File: src/rtl/pte_barrier_pipe.sv
// pte_barrier_pipe
// Elastic valid/ready pipeline carrying page-table entries from the page-table
// walker to the TLB refill path. Each entry is classified as faulting when it
// enters, and the fault flag travels with it. Optionally, faulting entries
// leave with their PPN and d,a,x,w,r permission bits cleared. A flush drops
// every in-flight entry, and a registered occupancy count is kept alongside.

module pte_barrier_pipe #(
  parameter int PPN_W    = 44,
  parameter int STAGES   = 2,
  parameter bit SANITIZE = 1'b1
) (
  input  logic                         clock,
  input  logic                         reset,
  input  logic                         io_flush,
  input  logic                         io_in_valid,
  output logic                         io_in_ready,
  input  logic [PPN_W-1:0]             io_in_ppn,
  input  logic [7:0]                   io_in_perm,
  output logic                         io_out_valid,
  input  logic                         io_out_ready,
  output logic [PPN_W-1:0]             io_out_ppn,
  output logic [7:0]                   io_out_perm,
  output logic                         io_out_fault,
  output logic [$clog2(STAGES+1)-1:0]  io_count
);

  localparam int CNT_W = $clog2(STAGES + 1);
  localparam int LAST  = STAGES - 1;

  // Permission bits that survive sanitising: g (bit 5), u (bit 4), v (bit 0).
  localparam logic [7:0] KEEP_PERM = 8'b0011_0001;

  // Per-stage storage.
  logic [STAGES-1:0] stg_valid;
  logic [PPN_W-1:0]  stg_ppn   [STAGES];
  logic [7:0]        stg_perm  [STAGES];
  logic [STAGES-1:0] stg_fault;

  // What each stage would load this cycle: stage 0 takes the input port,
  // every other stage takes its predecessor.
  logic [STAGES-1:0] src_valid;
  logic [PPN_W-1:0]  src_ppn   [STAGES];
  logic [7:0]        src_perm  [STAGES];
  logic [STAGES-1:0] src_fault;

  // ready_chain[k] is the ready of stage k; ready_chain[STAGES] is the consumer.
  logic [STAGES:0]   ready_chain;
  logic              ready_acc;

  logic              in_fault;
  logic              in_xfer;
  logic              out_xfer;
  logic              mask_out;

  // An entry faults when it is not valid, or when it is writable but not
  // readable (a reserved encoding).
  assign in_fault = ~io_in_perm[0] | (io_in_perm[2] & ~io_in_perm[1]);

  // Backward ready propagation. A flush blocks the consumer side so that
  // nothing leaves the pipe during the flush cycle.
  always_comb begin
    ready_acc = io_out_ready & ~io_flush;
    ready_chain = '0;
    ready_chain[STAGES] = ready_acc;
    for (int k = STAGES - 1; k >= 0; k--) begin
      ready_acc = ~stg_valid[k] | ready_acc;
      ready_chain[k] = ready_acc;
    end
  end

  assign io_in_ready  = ready_chain[0] & ~io_flush;
  assign in_xfer      = io_in_valid & io_in_ready;
  assign io_out_valid = stg_valid[LAST] & ~io_flush;
  assign out_xfer     = io_out_valid & io_out_ready;

  // Source selection for every stage, wired once per stage.
  for (genvar k = 0; k < STAGES; k++) begin : g_src
    if (k == 0) begin : g_head
      assign src_valid[k] = in_xfer;
      assign src_ppn[k]   = io_in_ppn;
      assign src_perm[k]  = io_in_perm;
      assign src_fault[k] = in_fault;
    end else begin : g_body
      assign src_valid[k] = stg_valid[k-1];
      assign src_ppn[k]   = stg_ppn[k-1];
      assign src_perm[k]  = stg_perm[k-1];
      assign src_fault[k] = stg_fault[k-1];
    end
  end

  // Stage occupancy: a ready stage takes whatever its source offers (possibly
  // nothing); a flush empties every stage at once.
  always_ff @(posedge clock or negedge reset) begin
    if (!reset) begin
      stg_valid <= '0;
    end else if (io_flush) begin
      stg_valid <= '0;
    end else begin
      for (int k = 0; k < STAGES; k++) begin
        if (ready_chain[k]) begin
          stg_valid[k] <= src_valid[k];
        end
      end
    end
  end

  // Stage payload: loaded only when a real entry moves in, so a blocked or
  // emptied stage keeps its last contents; a flush leaves payloads untouched.
  always_ff @(posedge clock or negedge reset) begin
    if (!reset) begin
      stg_fault <= '0;
      for (int k = 0; k < STAGES; k++) begin
        stg_ppn[k]  <= '0;
        stg_perm[k] <= '0;
      end
    end else if (!io_flush) begin
      for (int k = 0; k < STAGES; k++) begin
        if (ready_chain[k] && src_valid[k]) begin
          stg_ppn[k]   <= src_ppn[k];
          stg_perm[k]  <= src_perm[k];
          stg_fault[k] <= src_fault[k];
        end
      end
    end
  end

  // Occupancy count follows the net of input and output transfers.
  always_ff @(posedge clock or negedge reset) begin
    if (!reset) begin
      io_count <= '0;
    end else if (io_flush) begin
      io_count <= '0;
    end else begin
      case ({in_xfer, out_xfer})
        2'b10:   io_count <= io_count + CNT_W'(1);
        2'b01:   io_count <= io_count - CNT_W'(1);
        default: io_count <= io_count;
      endcase
    end
  end

  // Output side: the last stage drives the ports, masked when sanitising.
  assign mask_out     = SANITIZE & stg_fault[LAST];
  assign io_out_ppn   = mask_out ? '0 : stg_ppn[LAST];
  assign io_out_perm  = mask_out ? (stg_perm[LAST] & KEEP_PERM) : stg_perm[LAST];
  assign io_out_fault = stg_fault[LAST];

endmodule

File: config.mk
export PLATFORM = sky130hd
export DESIGN_NAME = pte_barrier_pipe
export DESIGN_NICKNAME = d
export VERILOG_FILES = /design/src/rtl/pte_barrier_pipe.sv
export SDC_FILE = /design/constraint.sdc
export NUM_CORES = 1
export LEC_CHECK = 0
export CAP_MARGIN = 25
export CORE_MARGIN = 10
export CORE_UTILIZATION = 45
export CTS_CLUSTER_SIZE = 8
export DETAILED_ROUTE_END_ITERATION = 12
export PLACE_DENSITY = 0.81
export SLEW_MARGIN = 20
export SYNTH_ARGS = -nofsm -noshare
export SYNTH_HDL_FRONTEND = slang
export SYNTH_SLANG_ARGS = --single-unit
export TNS_END_PERCENT = 10
File: constraint.sdc
create_clock -name clock -period 2.2 [get_ports clock]
set_clock_uncertainty 0.1 [all_clocks]
set_input_delay 0.44 -clock clock [delete_from_list [all_inputs] [get_ports clock]]
set_output_delay 0.44 -clock clock [all_outputs]
set_load 0.05 [all_outputs]
# Word-level counts from Yosys, hierarchy flattened
# Cells that the tools add are included.
# op_classes
muxes	7
n_addsub	2
eq_ne	2
reduce_logical	7
bitwise	14
# ops
cell	n
two-way mux 44 bit	1
two-way mux 8 bit	1
bitwise AND 1 bit	6
inverter 1 bit	5
two-way mux 2 bit	2
one-hot mux 2 bit (2 select lines)	1
AND reduction 2 bit	2
nonzero test 2 bit	2
bitwise OR 1 bit	3
nonzero test 3 bit	1
adder 2 x 1 -> 2 bit, second input constant	1
equality test 2 x 1 -> 1 bit, second input constant	1
equality test 2 bit, second input constant	1
logical AND 1 bit	2
two-way mux 1 bit	2
subtractor 2 x 1 -> 2 bit, second input constant	1
# totals
reg_bits	110
output_inout_bits	57
inputBits	57
elab_cells	41

# Longest topological paths before layout
# logic_depth
word_depth	9
mapped_depth	5
ltp_nobuf	3

# Worst setup path after synthesis
# OpenSTA, ideal clock, no wires.
# synth_timing
path_type	flip-flop to output port
start	register stg_fault[1]
end	output port io_out_perm[1]
path_buffers	1
t_arrival_ns	1.567
path_slack_ns	0.093
required_time_ns	1.660
stages_incl_launch_ff	3
cell_sequence	dfrtp_1 clkbuf_1 nor2b_1
# synth_via
elab_chain_cells	1
# synth_rtl
item	line	rtl
start, declared	38	logic [STAGES-1:0] stg_fault;
start signal, assigned by index	122	stg_fault[k] <= src_fault[k];
two-way mux 8 bit	146	assign io_out_perm = mask_out ? (stg_perm[LAST] & KEEP_PERM) : stg_perm[LAST];
end, declared	23	output logic [7:0] io_out_perm,
# Every way passes these cells.

# Worst setup path after layout
# layout_timing
start	input port io_flush
end	output port io_in_ready
# layout_via
elab_chain_cells	5
# layout_rtl
item	line	rtl
start, declared	15	input logic io_flush,
inverter 1 bit (no source line) *	n/a	
bitwise AND 1 bit	63	ready_acc = io_out_ready & ~io_flush;
bitwise OR 1 bit (2 in a row)	67	ready_acc = ~stg_valid[k] | ready_acc;
bitwise AND 1 bit *	72	assign io_in_ready = ready_chain[0] & ~io_flush;
end, declared	17	output logic io_in_ready,
# Every way passes the cells marked *; elsewhere a longest branch is shown, timed or not.

==> summary.md <==
| Metric | Value |
|---|---|
| Syn nets | `between 300 and 400` |
| Hold WS | `between 0.4 and 0.5 ns` |
| Routed WL per cell | `17.84 um` |
| Max incr delay on CP | `0.48 ns` |
| Root Driver | `clkbuf_8` |
| Syn_area_per_cell | `approximately 15 um2` |
| Fraction of layout cells with a size suffix above 1 | `44.65%` |
| Total Wirelength | `10100 um` |
| Diodes inserted | `0` |
| Period utilisation layout | `between 90% and 100%` |
| Cell count of the worst reg-to-reg path | `4` |
| Core area | `about 10000 um2` |
| Worst-Margin Slew | `0.5357 ns` |
| Critical Path End | `io_in_ready` |
| Final worst slack | `~0.094 ns` |
| Synth Instances | `309` |
| CP Max Fanout | `8` |
| Slew Limit Fails | `0` |
| Setup TNS | `0 ns` |
| Pwr Density | `1049 nW/um2` |
| Starting Density | `46.01%` |
| Critical path buffers and inverters | `3` |
| Die area | `between 15000 and 20000 um2` |
| Clock slew at reported path FFs | `roughly 0.10 ns` |
| CTS tree | `yes` |
| Setup repair bufs after CTS | `0` |
| Iteration-0 DRC Markers | `around 140` |
| Max Cap Viol | `0` |
| Crit. End Element | `primary output` |
| CP max stage cell | `clkdlybuf4s50_1` |
| Leading cell type in the layout, fill and taps excluded | `dfrtp_1` |
| Min Tclk post-route | `between 2 and 2.5 ns` |
| Delay-heaviest family, CP | `buffers and inverters` |
| # H-tree levels | `3` |
| Leak pwr | `around 2.8 nW` |
| Clk sinks | `110` |
| Number of flops mapped to enable cells by yosys | `0` |
| Yosys warns | `0` |
| Post-synth top flop | `dfrtp_1` |
| Synthesized flop and latch total | `110` |
| Rel. slew slack | `about 64%` |
| Worst Setup SP | `io_flush` |
| DR DRC count | `0` |
| Worst slack, placed | `-0.06523 ns` |
| Cell variety after synth | `18` |
| Global Route Usage Sum | `between 10% and 20%` |
| Port Buffers | `approximately 110` |
| VDD IR max | `0.7837 mV` |
| Ys async rst share | `100.0%` |
| Reg2Reg Capture Point | `stg_ppn[22]` |
| Final Hold Fails | `0` |
| Post-DRT Antenna Nets | `0` |
| Die Wd | `approximately 120 um` |
| First-pass GRT wire length | `approximately 17000 um` |
| # setup viols final | `0` |
| Initial antenna violation count | `0` |
| CTS max path bufs | `2` |
| Die Ht | `122.5 um` |
| Crit-path cells | `clkdlybuf4s50_1 -> buf_4 -> a21oi_1 -> buf_12` |
| Most frequent cells in the layout | `dfrtp_1, buf_4, mux2_2, clkdlybuf4s50_1, nor2b_1` |
| Number of CTS-inserted buffers | `9` |
| I/O pins | `roughly 110` |
| DRT Pass-1 Iters | `4` |
| Layout Nets | `roughly 480` |
| Path type of the worst min-delay path | `register to register` |
| Critical path depth | `4` |
| Largest net degree at the start of global routing | `between 50 and 60` |
| Vias in the first global route | `3245` |
| CP Data Required Time | `around 1.7 ns` |
| Maximum clock rate | `474.8 MHz` |
| Number of vias in the routed layout | `between 2000 and 3000` |
| Mapped cell area | `around 4700 um2` |
| R2R Path Start | `stg_valid[1]` |
| Outcome | `completed` |
| Startpoint types | `input pin` |
| Post-DP HPWL | `7271 um` |
| CP arrival | `around 1.6 ns` |
| Latest clock arrival within the worst-skew pair | `around 0.36 ns` |
| Synthesis-to-layout area growth | `30.22%` |
| Crit Path Category | `input pin to primary output` |
| Power Total | `6.459 mW` |
| Post-synthesis sequential area ratio | `between 50 and 60%` |
| RSZ-0062 raised after global routing | `false` |
| Non-filler instance count after layout | `roughly 570` |
| Placed insts | `between 500 and 600` |
| Via/cell ratio | `4.830` |
| Row Count | `37` |
| Grt ovf | `0` |
| Final GP Congestion | `about 0.75` |
| Reg2reg setup slack | `about 0.44 ns` |
## worst min path at each step
| stage | startpoint | end | slack (ns) | cells after the start |
|---|---|---|---|---|
| 3_3_place_gp | reset | src_ppn[17] | 0.34 | 1 |
| 3_5_place_dp | reset | stg_ppn[17] | 0.35 | 1 |
| 5_1_grt | src_ppn[9] | stg_ppn[9] | 0.42 | 1 |
| 6_report | src_ppn[9] | stg_ppn[9] | 0.40 | 1 |
| 2_1_floorplan | reset | io_count[0] | 0.04 | 0 |
| 4_1_cts | src_ppn[14] | stg_ppn[14] | 0.41 | 1 |
## worst register-to-register path: cells and delay by family (launching register included)
kind                   cells  cell delay [ns]
buffers and inverters      1             0.35
DFF                        1             0.43
muxes                      1             0.39
and+or+nand+nor            2             0.36
## Yosys cell counts, types with 2 or more instances
master    instances  area (um2)
inv_1             2       7.510
buf_2             7       35.03
buf_6             5       56.30
mux2_2           58       653.1
o21ai_0           2       10.01
mux2_4           50       750.7
nor2b_1          52       325.3
clkbuf_1          5       18.77
buf_4             4       30.03
a21oi_1           3       15.01
nor2_1            5       18.77
dfrtp_1         110        2753
## per-stage QoR
stage          utilization, %  instance area [um2]
2_1_floorplan               -                 4728
3_3_place_gp            57.94                 5954
3_5_place_dp            57.94                 5954
4_1_cts                 59.89                 6155
5_1_grt                 59.91                 6157
6_report                59.91                 6157
## flip-flops by register name (all words and copies together), names as in the netlist
name       cells
stg_fault      2
stg_perm       8
src_perm       8
stg_valid      2
stg_ppn       44
src_ppn       44
io_count       2
## logic make-up (layout without fill, tap and decap cells)
logic type             after synthesis  after routing  share of synthesized area, %
muxes                              108            108                         29.69
AOI/OAI and AO/OA                    7              7                        0.8468
and+or+nand+nor                     61             61                         8.124
buffers and inverters               23            144                         3.122
DFF                                110            110                         58.22
## per-layer routing
metal | wire [um] | global-route usage (%) | up-vias
met5 | 0 | 0 | -
met4 | 109 | 4.197 | 0
met3 | 667 | 4.408 | 9
met2 | 5120 | 23.86 | 70
met1 | 4202 | 16.02 | 1384
li1 | - | - | 1271
## what timing repair did
| item | in CTS | in global routing |
|---|---|---|
| hold buffers | 1 | 0 |
| setup endpoints to repair | 0 | 1 |
| resized for setup | 0 | 1 |
| endpoints found under the hold margin | 38 | 0 |
## cell type report
class / count / area, um2
clock buffer: 12 / 145.1
inverter: 2 / 7.507
timing repair buffer: 127 / 1194
tap: 136 / 170.2
clock inverter: 3 / 45.04
fill: 847 / 4120
multi-input combinational: 176 / 1842
sequential: 110 / 2754
## power by group
part	leakage [nW]	switching (mW)	internal [mW]	total, mW
combinational	1.45	1.53	1.06	2.58
clock	0.0887	0.628	0.554	1.18
sequential	1.30	0.224	2.47	2.69
total	2.85	2.38	4.08	6.46
Note: power is estimated with default switching activity, not from simulation.
